--- src/rtl/beer_slot_scheduler_pkg.sv ---
// ---------------------------------------------------------------------------
// beer_slot_scheduler_pkg
// Shared types and default geometry for the sliding-beer slot scheduler.
//   state_t      : scheduler FSM state (S_IDLE, S_SCAN)
//   DEF_*        : default slot count, field widths and screen geometry
//   CNT_W        : width of the catch/miss score counters
//   sat_inc      : saturating +1 for the score counters
// ---------------------------------------------------------------------------
package beer_slot_scheduler_pkg;

  typedef enum logic [0:0] {
    S_IDLE = 1'b0,
    S_SCAN = 1'b1
  } state_t;

  localparam int DEF_NUM_SLOTS = 4;
  localparam int DEF_LANE_W    = 2;
  localparam int DEF_X_W       = 10;
  localparam int X_START       = 40;
  localparam int X_END         = 600;
  localparam int CATCH_X       = 560;
  localparam int STEP          = 4;
  localparam int MAX_MISS      = 3;

  localparam int CNT_W         = 8;

  // Score counters stick at all-ones instead of wrapping back to zero.
  function automatic logic [CNT_W-1:0] sat_inc(input logic [CNT_W-1:0] v);
    return (v == {CNT_W{1'b1}}) ? v : v + 1'b1;
  endfunction

endpackage

--- src/rtl/beer_slot_scheduler_if.sv ---
// ---------------------------------------------------------------------------
// beer_slot_scheduler_if
// Bundles the game-side controls and the sprite-side slot bus of the
// scheduler.
//   master : game logic / sprite side (drives tick, serve_req, serve_lane,
//            p2_lane; observes everything else)
//   slave  : the scheduler itself
// Slot i occupies slot_lane[i*LANE_W +: LANE_W] and slot_x[i*X_W +: X_W].
// ---------------------------------------------------------------------------
interface beer_slot_scheduler_if #(
  parameter int NUM_SLOTS = 4,
  parameter int LANE_W    = 2,
  parameter int X_W       = 10
) ();

  logic                        tick;
  logic                        serve_req;
  logic [LANE_W-1:0]           serve_lane;
  logic [LANE_W-1:0]           p2_lane;
  logic                        serve_ack;
  logic                        busy;
  logic [NUM_SLOTS-1:0]        slot_valid;
  logic [NUM_SLOTS*LANE_W-1:0] slot_lane;
  logic [NUM_SLOTS*X_W-1:0]    slot_x;
  logic                        catch_pulse;
  logic                        miss_pulse;
  logic [7:0]                  catch_cnt;
  logic [7:0]                  miss_cnt;
  logic                        game_over;

  modport master (
    output tick, serve_req, serve_lane, p2_lane,
    input  serve_ack, busy, slot_valid, slot_lane, slot_x,
           catch_pulse, miss_pulse, catch_cnt, miss_cnt, game_over
  );

  modport slave (
    input  tick, serve_req, serve_lane, p2_lane,
    output serve_ack, busy, slot_valid, slot_lane, slot_x,
           catch_pulse, miss_pulse, catch_cnt, miss_cnt, game_over
  );

endinterface

--- src/rtl/beer_slot_scheduler_free_slot_finder.sv ---
// ---------------------------------------------------------------------------
// beer_slot_scheduler_free_slot_finder
// Priority encoder over the free-slot vector: returns the lowest free index.
//   free_i     : bit i set when slot i is not live
//   idx_o      : lowest set index of free_i (0 when none is set)
//   any_free_o : at least one slot is free
// ---------------------------------------------------------------------------
module beer_slot_scheduler_free_slot_finder #(
  parameter int NUM_SLOTS = 4,
  parameter int IDX_W     = 2
) (
  input  logic [NUM_SLOTS-1:0] free_i,
  output logic [IDX_W-1:0]     idx_o,
  output logic                 any_free_o
);

  // Scan downwards so the last (lowest) hit wins.
  always_comb begin
    idx_o      = '0;
    any_free_o = |free_i;
    for (int i = NUM_SLOTS - 1; i >= 0; i--) begin
      if (free_i[i]) idx_o = IDX_W'(i);
    end
  end

endmodule

--- src/rtl/beer_slot_scheduler.sv ---
// ---------------------------------------------------------------------------
// beer_slot_scheduler
// Owns the sliding mugs: allocates a slot per P1 serve keypress, walks every
// slot once per game tick (one slot per clock), retires mugs caught by P2 or
// lost at the bar end, and keeps the catch/miss score plus game-over flag.
//   CLK100MHZ : system clock
//   RESET     : synchronous active-high reset (also aborts a running scan)
//   bus       : slave side of beer_slot_scheduler_if
//               in : tick, serve_req, serve_lane, p2_lane
//               out: serve_ack, busy, slot_valid/lane/x, catch/miss pulses,
//                    catch_cnt, miss_cnt, game_over
// ---------------------------------------------------------------------------
module beer_slot_scheduler
  import beer_slot_scheduler_pkg::*;
#(
  parameter int NUM_SLOTS = DEF_NUM_SLOTS,
  parameter int LANE_W    = DEF_LANE_W,
  parameter int X_W       = DEF_X_W
) (
  input  logic                  CLK100MHZ,
  input  logic                  RESET,
  beer_slot_scheduler_if.slave  bus
);

  localparam int IDX_W = (NUM_SLOTS > 1) ? $clog2(NUM_SLOTS) : 1;

  localparam logic [IDX_W-1:0] LAST_IDX   = IDX_W'(NUM_SLOTS - 1);
  localparam logic [X_W-1:0]   X_START_C  = X_W'(X_START);
  // Position math is one bit wider than X so a mug near the right edge
  // cannot wrap back to a small x.
  localparam logic [X_W:0]     STEP_C     = (X_W + 1)'(STEP);
  localparam logic [X_W:0]     X_END_C    = (X_W + 1)'(X_END);
  localparam logic [X_W:0]     CATCH_X_C  = (X_W + 1)'(CATCH_X);
  localparam logic [CNT_W-1:0] MAX_MISS_C = CNT_W'(MAX_MISS);

  // FSM and control state
  state_t               state_q;
  logic [IDX_W-1:0]     idx_q;
  logic                 tick_pending_q;
  logic                 armed_q;

  // Slot storage
  logic                 valid_q [NUM_SLOTS];
  logic [LANE_W-1:0]    lane_q  [NUM_SLOTS];
  logic [X_W-1:0]       x_q     [NUM_SLOTS];

  // Registered outputs
  logic                 serve_ack_q;
  logic                 catch_q;
  logic                 miss_q;
  logic [CNT_W-1:0]     catch_cnt_q;
  logic [CNT_W-1:0]     miss_cnt_q;
  logic                 game_over_q;

  // Combinational next-state helpers
  logic [NUM_SLOTS-1:0] free_vec_d;
  logic [IDX_W-1:0]     free_idx_d;
  logic                 any_free_d;
  logic [X_W:0]         scan_nx_d;
  logic                 scan_catch_d;
  logic                 scan_miss_d;
  logic                 serve_ok_d;
  logic                 rescan_d;
  logic [CNT_W-1:0]     miss_cnt_d;

  genvar gi;
  generate
    for (gi = 0; gi < NUM_SLOTS; gi++) begin : g_slot_io
      assign free_vec_d[gi]                         = ~valid_q[gi];
      assign bus.slot_valid[gi]                     = valid_q[gi];
      assign bus.slot_lane[gi*LANE_W +: LANE_W]     = lane_q[gi];
      assign bus.slot_x[gi*X_W +: X_W]              = x_q[gi];
    end
  endgenerate

  beer_slot_scheduler_free_slot_finder #(
    .NUM_SLOTS (NUM_SLOTS),
    .IDX_W     (IDX_W)
  ) u_free_slot_finder (
    .free_i     (free_vec_d),
    .idx_o      (free_idx_d),
    .any_free_o (any_free_d)
  );

  // Evaluation of the slot currently addressed by the scan pointer. Catch is
  // tested first so a mug in P2's lane past CATCH_X never counts as a miss.
  always_comb begin
    scan_nx_d    = {1'b0, x_q[idx_q]} + STEP_C;
    scan_catch_d = valid_q[idx_q] && (lane_q[idx_q] == bus.p2_lane) &&
                   (scan_nx_d >= CATCH_X_C);
    scan_miss_d  = valid_q[idx_q] && !scan_catch_d && (scan_nx_d >= X_END_C);
    miss_cnt_d   = sat_inc(miss_cnt_q);
  end

  // A serve only lands on a quiet IDLE cycle; any tick (new or queued) wins.
  assign serve_ok_d = (state_q == S_IDLE) && !bus.tick && !tick_pending_q &&
                      !game_over_q && any_free_d && bus.serve_req && armed_q;

  // A tick seen on or before the last scan cycle chains straight into the
  // next pass so busy never drops between the two scans.
  assign rescan_d = tick_pending_q || bus.tick;

  always_ff @(posedge CLK100MHZ) begin
    if (RESET) begin
      state_q        <= S_IDLE;
      idx_q          <= '0;
      tick_pending_q <= 1'b0;
      armed_q        <= 1'b0;
      serve_ack_q    <= 1'b0;
      catch_q        <= 1'b0;
      miss_q         <= 1'b0;
      catch_cnt_q    <= '0;
      miss_cnt_q     <= '0;
      game_over_q    <= 1'b0;
      for (int i = 0; i < NUM_SLOTS; i++) begin
        valid_q[i] <= 1'b0;
        lane_q[i]  <= '0;
        x_q[i]     <= '0;
      end
    end else begin
      serve_ack_q <= 1'b0;
      catch_q     <= 1'b0;
      miss_q      <= 1'b0;

      // Releasing the key re-arms serving: one mug per keypress.
      if (!bus.serve_req) armed_q <= 1'b1;

      case (state_q)
        S_IDLE: begin
          if (bus.tick || tick_pending_q) begin
            state_q        <= S_SCAN;
            idx_q          <= '0;
            tick_pending_q <= 1'b0;
          end else if (serve_ok_d) begin
            valid_q[free_idx_d] <= 1'b1;
            lane_q[free_idx_d]  <= bus.serve_lane;
            x_q[free_idx_d]     <= X_START_C;
            serve_ack_q         <= 1'b1;
            armed_q             <= 1'b0;
          end
        end

        S_SCAN: begin
          if (bus.tick) tick_pending_q <= 1'b1;

          if (scan_catch_d) begin
            valid_q[idx_q] <= 1'b0;
            catch_q        <= 1'b1;
            catch_cnt_q    <= sat_inc(catch_cnt_q);
          end else if (scan_miss_d) begin
            valid_q[idx_q] <= 1'b0;
            miss_q         <= 1'b1;
            miss_cnt_q     <= miss_cnt_d;
            if (miss_cnt_d >= MAX_MISS_C) game_over_q <= 1'b1;
          end else if (valid_q[idx_q]) begin
            x_q[idx_q] <= scan_nx_d[X_W-1:0];
          end

          if (idx_q == LAST_IDX) begin
            idx_q <= '0;
            if (rescan_d) begin
              tick_pending_q <= 1'b0;
            end else begin
              state_q <= S_IDLE;
            end
          end else begin
            idx_q <= idx_q + 1'b1;
          end
        end

        default: begin
          state_q <= S_IDLE;
          idx_q   <= '0;
        end
      endcase
    end
  end

  assign bus.busy        = (state_q == S_SCAN);
  assign bus.serve_ack   = serve_ack_q;
  assign bus.catch_pulse = catch_q;
  assign bus.miss_pulse  = miss_q;
  assign bus.catch_cnt   = catch_cnt_q;
  assign bus.miss_cnt    = miss_cnt_q;
  assign bus.game_over   = game_over_q;

endmodule

--- src/flat_wrapper.sv ---
// flat-port wrapper written by rule: the top's interface ports become plain ports
module beer_slot_scheduler_flat import beer_slot_scheduler_pkg::*;
#(
  parameter int NUM_SLOTS = DEF_NUM_SLOTS,
  parameter int LANE_W    = DEF_LANE_W,
  parameter int X_W       = DEF_X_W
)
  (CLK100MHZ, RESET, bus_tick, bus_serve_req, bus_serve_lane, bus_p2_lane, bus_serve_ack, bus_busy, bus_slot_valid, bus_slot_lane, bus_slot_x, bus_catch_pulse, bus_miss_pulse, bus_catch_cnt, bus_miss_cnt, bus_game_over);
  beer_slot_scheduler_if #(.NUM_SLOTS(NUM_SLOTS), .LANE_W(LANE_W), .X_W(X_W)) bus_i ();
  input  logic CLK100MHZ;
  input  logic RESET;
  input wire logic [$bits(bus_i.tick)-1:0] bus_tick;
  input wire logic [$bits(bus_i.serve_req)-1:0] bus_serve_req;
  input wire logic [$bits(bus_i.serve_lane)-1:0] bus_serve_lane;
  input wire logic [$bits(bus_i.p2_lane)-1:0] bus_p2_lane;
  output wire logic [$bits(bus_i.serve_ack)-1:0] bus_serve_ack;
  output wire logic [$bits(bus_i.busy)-1:0] bus_busy;
  output wire logic [$bits(bus_i.slot_valid)-1:0] bus_slot_valid;
  output wire logic [$bits(bus_i.slot_lane)-1:0] bus_slot_lane;
  output wire logic [$bits(bus_i.slot_x)-1:0] bus_slot_x;
  output wire logic [$bits(bus_i.catch_pulse)-1:0] bus_catch_pulse;
  output wire logic [$bits(bus_i.miss_pulse)-1:0] bus_miss_pulse;
  output wire logic [$bits(bus_i.catch_cnt)-1:0] bus_catch_cnt;
  output wire logic [$bits(bus_i.miss_cnt)-1:0] bus_miss_cnt;
  output wire logic [$bits(bus_i.game_over)-1:0] bus_game_over;
  assign bus_i.tick = bus_tick;
  assign bus_i.serve_req = bus_serve_req;
  assign bus_i.serve_lane = bus_serve_lane;
  assign bus_i.p2_lane = bus_p2_lane;
  assign bus_serve_ack = bus_i.serve_ack;
  assign bus_busy = bus_i.busy;
  assign bus_slot_valid = bus_i.slot_valid;
  assign bus_slot_lane = bus_i.slot_lane;
  assign bus_slot_x = bus_i.slot_x;
  assign bus_catch_pulse = bus_i.catch_pulse;
  assign bus_miss_pulse = bus_i.miss_pulse;
  assign bus_catch_cnt = bus_i.catch_cnt;
  assign bus_miss_cnt = bus_i.miss_cnt;
  assign bus_game_over = bus_i.game_over;
  beer_slot_scheduler #(.NUM_SLOTS(NUM_SLOTS), .LANE_W(LANE_W), .X_W(X_W)) u_core (.CLK100MHZ(CLK100MHZ), .RESET(RESET), .bus(bus_i));
endmodule
--- config.mk ---
export PLATFORM = sky130hd
export DESIGN_NAME = beer_slot_scheduler_flat
export DESIGN_NICKNAME = d
export VERILOG_FILES = /design/src/rtl/beer_slot_scheduler_pkg.sv /design/src/rtl/beer_slot_scheduler_if.sv /design/src/rtl/beer_slot_scheduler_free_slot_finder.sv /design/src/rtl/beer_slot_scheduler.sv /design/src/flat_wrapper.sv
export SDC_FILE = /design/constraint.sdc
export NUM_CORES = 1
export LEC_CHECK = 0
export CORE_MARGIN = 4
export CORE_UTILIZATION = 31
export DETAILED_ROUTE_END_ITERATION = 10
export HOLD_SLACK_MARGIN = 0.06
export PLACE_DENSITY_LB_ADDON = 0.12
export SLEW_MARGIN = 20
export SYNTH_ARGS = -nofsm -noshare
export SYNTH_HDL_FRONTEND = slang
export SYNTH_HIERARCHICAL = 1
export SYNTH_SLANG_ARGS = --single-unit
--- constraint.sdc ---
create_clock -name CLK100MHZ -period 5.2 [get_ports CLK100MHZ]
set_input_delay 1.04 -clock CLK100MHZ [delete_from_list [all_inputs] [get_ports CLK100MHZ]]
set_output_delay 1.04 -clock CLK100MHZ [all_outputs]
set_load 0.05 [all_outputs]
==> results.md, run 1 <==
* Top post-synthesis cells by area: edfxtp_1 38%, dfxtp_1 13%, mux4_2 7.0%, nor2_1 5.6%, xnor2_1 2.9%
* Crit path max fanout at 13
* Remaining global-route overflow at 0
* Mapped Cells at 389
* P_leak at 1.89 nW
* Starting DRT DRC Count at 122
* Site row count at 42
* Combinational power share at 0.176
* Setup CP Type: reg -> reg
* Area Growth Syn to Fin at 28.9%
* Avg WL per Cell at 17.2 µm
* Pins Over Slew Limit at 0
* Die W at 124 µm
* Largest buffer count on any clock path at 2
* Critical Path RT at 5.18 ns
* GRT Overall Usage at 0.152
* Fraction of registers with async set/reset at 0
* Worst skew pair latency at 0.34 ns
* Power per cell area at 305 nW/µm²
* Final setup violation count at 0
* Initial antenna violation count at 0
* Die area at 15300 µm²
* Total CTS buffers at 9
* Outcome: complete, no violations
* Core area at 13200 µm²
* Netlist cell types at 62
* Post-route setup TNS at 0 ns
* Fmax at 242 MHz
* Residual DRC at 0
* I/O Pins at 81
* Vias in the first global route at 3194
* Starting Density at 0.315
* Yosys warning count at 6
* Clk sinks at 79
* Syn nets at 401
* Post-Route WL at 11000 µm
* Top-count cell post-synth: nor2_1
* Top cell type's share of synthesized area at 0.375
* RSZ-0062 raised after global routing: no
* Post-CTS Resized at 0
* Internal power at 1.17 mW
* Synth area leader: edfxtp_1
* Worst slew margin at 0.487
* Post-CTS Setup Repair Bufs at 0
* Global-route wire length before repair at 17500 µm
* Hold-fix buffers, CTS at 0
* Die Y at 124 µm
* Synth cell count leaders: 62 x nor2_1, 52 x edfxtp_1, 27 x dfxtp_1
* Peak supply drop at 0.000121 V
* Port-buffer cells at 80
* Final worst path period need at 4.14 ns
* TritonCTS clock tree: yes
* EDFF count, synth at 52
* Reg clk slew, reported paths at 0.06 ns
* RD Place Congestion at 0.762
* Slew @ Worst Pin at 0.768 ns
* DR vias at 3134
* Seq/Total Area, Yosys at 0.505
* Hold Startpoint: u_core/armed_q
* Post-route ant nets at 0
* Flops & latches, synth at 79
* Switching share of total power at 0.286
* # diodes at 0
* Top_reg_cell synth: edfxtp_1
* Worst Clk Skew at 0.00570 ns
* Min Hold Slack at 0.442 ns
* Pin count of the biggest net entering global routing at 34
* Final hold violation count at 0
* Pre-antenna DRT Iters at 4
* H-Tree Depth at 3
* Worst Setup End Kind: register
* Vias/cell at 4.87
* Psw at 0.469 mW
* Netlist Area Pre-Place at 4160 µm²
* Layout cells sized above 1 at 0.116
* Worst hold path class: reg -> reg
* Final worst-path cycle share at 0.796
* Worst Path Arrival at 4.12 ns
* Clock power share at 0.385
* HPWL after DPL at 8010 µm
* Part of the power in registers at 0.439
* Startpoint Class: register
* Clk root buf: clkbuf_16
* Layout Nets at 474
* Max-Cap Viols at 0
* Post-synthesis average cell area at 10.7 µm²
[kinds of logic (layout without fill, tap and decap cells)]
family	Yosys count	in the layout	share of synthesized area
multiplexers	21	21	0.0908
adder cells (fa/ha/maj)	4	4	0.0120
AND/OR/NAND/NOR	177	177	0.228
buffers and inverters	48	126	0.0583
flip-flops	79	79	0.505
XOR/XNOR	15	15	0.0316
AO/OA/AOI/OAI	45	45	0.0743
[power by group through the flow]
stage	logic (mW)	clock network (mW)	registers [mW]
3_3_place_gp	0.289	0	0.734
5_1_grt	0.307	0.683	0.723
4_1_cts	0.290	0.655	0.720
6_report	0.288	0.631	0.719
2_1_floorplan	0.134	0	0.802
3_5_place_dp	0.289	0	0.734
[final timing paths]
path	depth (start not counted)	to	slack, ns
max	10	u_core/x_q[0][6]	1.06
min reg2reg	2	u_core/armed_q	0.44
max reg2reg	10	u_core/x_q[0][6]	1.06
min	2	u_core/armed_q	0.44
[worst max-delay path, stage by stage, from the launching register on]
cell and delay (ns):
dfxtp_1 0.82, mux4_2 0.48, ha_1 0.35, nor2b_1 0.14, mux2i_1 0.15, o311ai_1 0.15, a22oi_2 0.18, a21oi_2 0.09
or4b_4 0.59, o22a_1 0.37, nand2b_1 0.45
[stage by stage]
step                      power [mW]  std cells  setup WS, ns  area, µm²   util
after floorplan                0.937        389          1.39       4160      -
after detailed placement        1.02        627          1.00       5070  0.384
after CTS                       1.67        643          1.02       5360  0.407
after global placement          1.02        627          1.06       5070  0.384
after global routing            1.71        643         0.795       5360  0.407
final                           1.64        643          1.06       5360  0.407
[placed cells by master, fill, tap and decap left out, drive strengths merged, types with 3 or more instances in the layout]
cell type	instances
a21oi	15
and2	9
and3	6
and4	3
buf	4
clkbuf	10
clkdlybuf4s50	80
clkinv	3
dfxtp	27
edfxtp	52
ha	4
inv	27
mux2	4
mux2i	4
mux4	13
nand2	10
nand2b	19
nand3	17
nand4	7
nor2	64
nor2b	8
nor3	13
o21a	3
o21ai	7
o31ai	3
or2	8
xnor2	14
[flip-flops by register name, indices dropped and copies added (netlist names), named ones only]
| register | count |
|---|---|
| u_core/bus.serve_ack | 1 |
| u_core/idx_q | 2 |
| u_core/bus.miss_cnt | 8 |
| u_core/bus.catch_pulse | 1 |
| u_core/armed_q | 1 |
| u_core/bus.game_over | 1 |
| u_core/bus.busy | 1 |
| u_core/bus.catch_cnt | 8 |
| u_core/lane_q | 8 |
| u_core/valid_q | 4 |
| u_core/tick_pending_q | 1 |
| u_core/x_q | 40 |
| u_core/bus.miss_pulse | 1 |
[routing by layer]
layer  up-vias  GRT usage  routed length [µm]
met5         -          0                   0
met4         0     0.0505                 152
met2        79      0.261                5570
met1      1511      0.186                4790
li1       1533          -                   -
met3        11     0.0372                 520
[layout make-up]
cell class,count,area (µm²)
tap,176,220
clock buffer,10,229
timing repair buffer,84,831
fill,1291,7830
sequential,79,2100
multi-input combinational,262,1820
clock inverter,6,68.8
inverter,26,97.6
(Power assumes the default switching activity.)
==> inputs of run 2 (changes only) <==
clock period = 3.71 ns   (was 5.2 ns; I/O delays follow)
==> results.md, run 2 (same netlist as run 1, synthesis figures left out) <==
* Clk sinks at 79
* Commonest non-fill, non-tap cell in the layout: clkdlybuf4s50_1
* Die Y at 124 µm
* Final setup violation count at 0
* Psw at 0.659 mW
* HPWL after DPL at 7980 µm
* GR Util met3 at 0.0350
* Placed Area at 5180 µm²
* GRT Overall Usage at 0.152
* Clock power share at 0.412
* Post-route setup TNS at 0 ns
* Die area at 15300 µm²
* Pre-antenna DRT Iters at 4
* Total CTS buffers at 9
* # fillers at 1289
* Residual DRC at 0
* Setup ws final at 0.226 ns
* Post-route cell area at 5530 µm²
* Reg clk slew, reported paths at 0.06 ns
* Combinational power share at 0.174
* Post-route ant nets at 0
* Starting Density at 0.315
* I/O Pins at 81
* Startpoint Class: register
* Fmax at 287 MHz
* Global-route track usage on met2 at 0.251
* GRT met1 Usage at 0.190
* Area Growth Syn to Fin at 32.9%
* Pins Over Slew Limit at 0
* Post-Route WL at 11100 µm
* Critical Path RT at 3.74 ns
* # diodes at 0
* Remaining global-route overflow at 0
* Final worst path period need at 3.48 ns
* Layout cells sized above 1 at 0.146
* P_leak at 1.99 nW
* Layer with the highest usage: met2
* Final hold violation count at 0
* Site row count at 42
* TritonCTS clock tree: yes
* Outcome: complete, no violations
* RSZ-0062 raised after global routing: no
* Part of the power in registers at 0.414
* Peak supply drop at 0.000201 V
* Layout Nets at 488
* Worst Setup End Kind: register
* Pre-CTS setup slack at 0.224 ns
* Most frequent cells in the layout: 80 x clkdlybuf4s50_1, 62 x nor2_1, 52 x edfxtp_1
* Die W at 124 µm
* Final worst-path cycle share at 0.939
* Switching share of total power at 0.272
* Core area at 13200 µm²
* Largest buffer count on any clock path at 2
* Post-CTS Setup Repair Bufs at 0
* Worst hold path class: reg -> reg
* Max reg flops at 40
* Worst slew margin at 0.575
* Worst skew pair latency at 0.34 ns
* Setup CP Type: reg -> reg
* Crit path max fanout at 10
* Vias/cell at 4.89
* Avg WL per Cell at 16.9 µm
* Slew @ Worst Pin at 0.636 ns
* Power per cell area at 438 nW/µm²
* Clk root buf: clkbuf_16
* DR vias at 3214
* RD Place Congestion at 0.849
* Port-buffer cells at 80
* H-Tree Depth at 3
* Initial antenna violation count at 0
* Starting DRT DRC Count at 225
* Global-route wire length before repair at 17400 µm
* Largest register by flop count: u_core/x_q
* Max-Cap Viols at 0
* Worst Path Arrival at 3.52 ns
* Min Hold Slack at 0.449 ns
* Worst Clk Skew at 0.00490 ns
* Internal power at 1.77 mW
* Vias in the first global route at 3316
* Pin count of the biggest net entering global routing at 37
## run 2: changes by cell type in the layout (fill, tap and decap cells not counted), sizes merged
cell	delta
buf	+14
clkbuf	+2
clkinvlp	-1
inv	-1
## run 2: area by class of cell
class	count	area, µm²	share of cell area
inverters	26	97.6	0.0177
clock buffers	12	300	0.0543
flip-flops and latches	79	2100	0.380
clock inverters	4	45.0	0.00815
well taps	176	220	0.0398
repair buffers	98	936	0.169
multi-input cells	262	1830	0.331
## run 2: worst max-delay path: stages, from the launching register on
cell and delay (ns):
dfxtp_1 0.39, mux4_2 0.60, ha_1 0.32, inv_1 0.15, a21boi_0 0.10, o211ai_1 0.17, and2_1 0.29, or4b_4 0.52
o31a_1 0.29, nor3_4 0.10, buf_4 0.24
## run 2: path summary, 6_finish.rpt
path                                         end      startpoint  cells past startpoint  slack (ns)
worst max-delay path            u_core/x_q[3][6]        register                     10        0.23
worst min-delay path              u_core/armed_q  u_core/armed_q                      2        0.45
worst max register to register  u_core/x_q[3][6]        register                     10        0.23
worst min register to register    u_core/armed_q  u_core/armed_q                      2        0.45
## run 2: what timing repair did
| action | 4_1_cts | 5_1_grt |
|---|---|---|
| hold buffers | 0 | 0 |
| resized for setup | 0 | 1 |
| setup endpoints to repair | 0 | 2 |
## run 2: per-stage QoR
step | utilization | power [mW] | instances
floorplan | - | 1.31 | 389
global placement | 0.393 | 1.45 | 641
detailed placement | 0.393 | 1.45 | 641
CTS | 0.419 | 2.46 | 657
global route | 0.419 | 2.53 | 657
finish | 0.419 | 2.42 | 657
## run 2: per-layer routing
layer / wire [µm] / part of all wire
met1: 4850 / 0.44
met2: 5390 / 0.48
met3: 582 / 0.052
met4: 291 / 0.026
met5: 0 / 0
## run 2: power groups by stage
| stage | logic, mW | clock network, mW | registers (mW) |
|---|---|---|---|
| after floorplan | 0.189 | 0 | 1.12 |
| after global placement | 0.422 | 0 | 1.02 |
| after detailed placement | 0.423 | 0 | 1.02 |
| after CTS | 0.424 | 1.03 | 1.01 |
| after global routing | 0.451 | 1.07 | 1.01 |
| final | 0.422 | 0.998 | 1.00 |
==> inputs of run 3 (changes only) <==
GPL_TIMING_DRIVEN = 0   (was not set)
SLEW_MARGIN = not set   (was 20)
==> results.md, run 3 (same netlist as run 1, synthesis figures left out) <==
* Slew @ Worst Pin at 0.573 ns
* Final worst path period need at 3.71 ns
* Power, Total at 2.48 mW
* I/O Pins at 81
* Commonest non-fill, non-tap cell in the layout: clkdlybuf4s50_1
* DR vias at 3293
* Finished Layout Cells at 669
* Final hold violation count at 0
* Setup CP Type: reg -> reg
* Area Growth Syn to Fin at 36.8%
* Remaining global-route overflow at 0
* Critical Path RT at 3.78 ns
* Site row count at 42
* P_leak at 2.04 nW
* Final core utilization at 0.431
* Layout cells sized above 1 at 0.164
* Worst Path Arrival at 3.78 ns
* Reg clk slew, reported paths at 0.06 ns
* Initial antenna violation count at 0
* Crit path max fanout at 5
* Die W at 124 µm
* Layout Nets at 500
* Max reg flops at 40
* Worst Setup End Kind: register
* Outcome: complete, no violations
* Total CTS buffers at 9
* GRT Overall Usage at 0.150
* Hold-fix buffers, CTS at 0
* RD Place Congestion at 0.834
* Clk sinks at 79
* Starting DRT DRC Count at 234
* RSZ-0062 raised after global routing: yes
* Die Y at 124 µm
* Largest register by flop count: u_core/x_q
* Placed cell count at 645
* Post-Route WL at 11200 µm
* Global-route wire length before repair at 17100 µm
* Core area at 13200 µm²
* Peak supply drop at 0.000229 V
* Largest buffer count on any clock path at 2
* Final setup violation count at 0
* Most frequent cells in the layout: 80 x clkdlybuf4s50_1, 62 x nor2_1, 52 x edfxtp_1
* Residual DRC at 0
* Setup ws final at 0.00182 ns
* Post-route ant nets at 0
* Pin count of the biggest net entering global routing at 14
* Avg WL per Cell at 16.8 µm
* Fmax at 270 MHz
* Pre-CTS setup slack at -0.308 ns
* Max-Cap Viols at 0
* Worst skew pair latency at 0.35 ns
* # diodes at 0
* Pre-antenna DRT Iters at 4
* Vias/cell at 4.92
* Starting Density at 0.315
* H-Tree Depth at 3
* Clk root buf: clkbuf_16
* Port-buffer cells at 80
* Worst Clk Skew at 0.00787 ns
* Power per cell area at 435 nW/µm²
* Worst hold path class: reg -> reg
* Final worst-path cycle share at 1.00
* # fillers at 1272
* Startpoint Class: register
* HPWL after DPL at 7950 µm
* Worst slew margin at 0.615
* Die area at 15300 µm²
* TritonCTS clock tree: yes
* Vias in the first global route at 3216
* Min Hold Slack at 0.444 ns
* Pins Over Slew Limit at 0
==> run 3: timing repair <==
action / 4_1_cts / 5_1_grt
endpoints found under the hold margin: 0 / 0
cloned: 0 / 2
setup endpoints to repair: 20 / 42
pin swaps: 1 / 1
resized for setup: 1 / 14
buffers inserted: 2 / 6
==> run 3: path summary, 6_finish.rpt <==
path                  start                to  slack (ns)  depth (start not counted)
min reg2reg  u_core/armed_q    u_core/armed_q        0.44                          2
max reg2reg        register  u_core/x_q[3][2]       0.002                         13
max                register  u_core/x_q[3][2]       0.002                         13
min          u_core/armed_q    u_core/armed_q        0.44                          2
==> run 3: power breakdown <==
part | total, mW | switching [mW] | internal (mW)
clock | 1.02 | 0.361 | 0.655
sequential | 1.00 | 0.0259 | 0.978
combinational | 0.456 | 0.286 | 0.171
total | 2.48 | 0.672 | 1.80
==> run 3: layer usage <==
metal,track usage,wire length (µm)
met5,0,0
met3,0.0350,534
met4,0.0644,195
met1,0.186,4880
met2,0.251,5590
==> run 3: cell type report <==
| class | count | area (µm²) | area share |
|---|---|---|---|
| Multi-Input combinational cell | 263 | 1890 | 0.332 |
| Tap cell | 176 | 220 | 0.0387 |
| Timing Repair Buffer | 89 | 898 | 0.158 |
| Clock buffer | 10 | 229 | 0.0402 |
| Inverter | 26 | 97.6 | 0.0172 |
| Clock inverter | 6 | 109 | 0.0191 |
| Buffer | 20 | 145 | 0.0255 |
| Sequential cell | 79 | 2100 | 0.370 |
==> run 3: stage by stage <==
step | area [µm²] | TNS (ns)
after floorplan | 4170 | 0
after global placement | 5190 | -3.21
after detailed placement | 5190 | -3.77
after CTS | 5560 | 0
after global routing | 5690 | -0.837
final | 5690 | 0
==> run 3: critical path, stage by stage (launching register included) <==
cell       delay [ns]
dfxtp_2          0.32
buf_6            0.12
mux4_2           0.56
ha_4             0.27
nor2b_4          0.12
mux2i_2          0.16
o311ai_2         0.15
a22oi_2          0.16
a21oi_2          0.09
or4b_4           0.53
buf_8            0.15
o31a_1           0.26
nor3_4           0.32
clkbuf_16        0.22
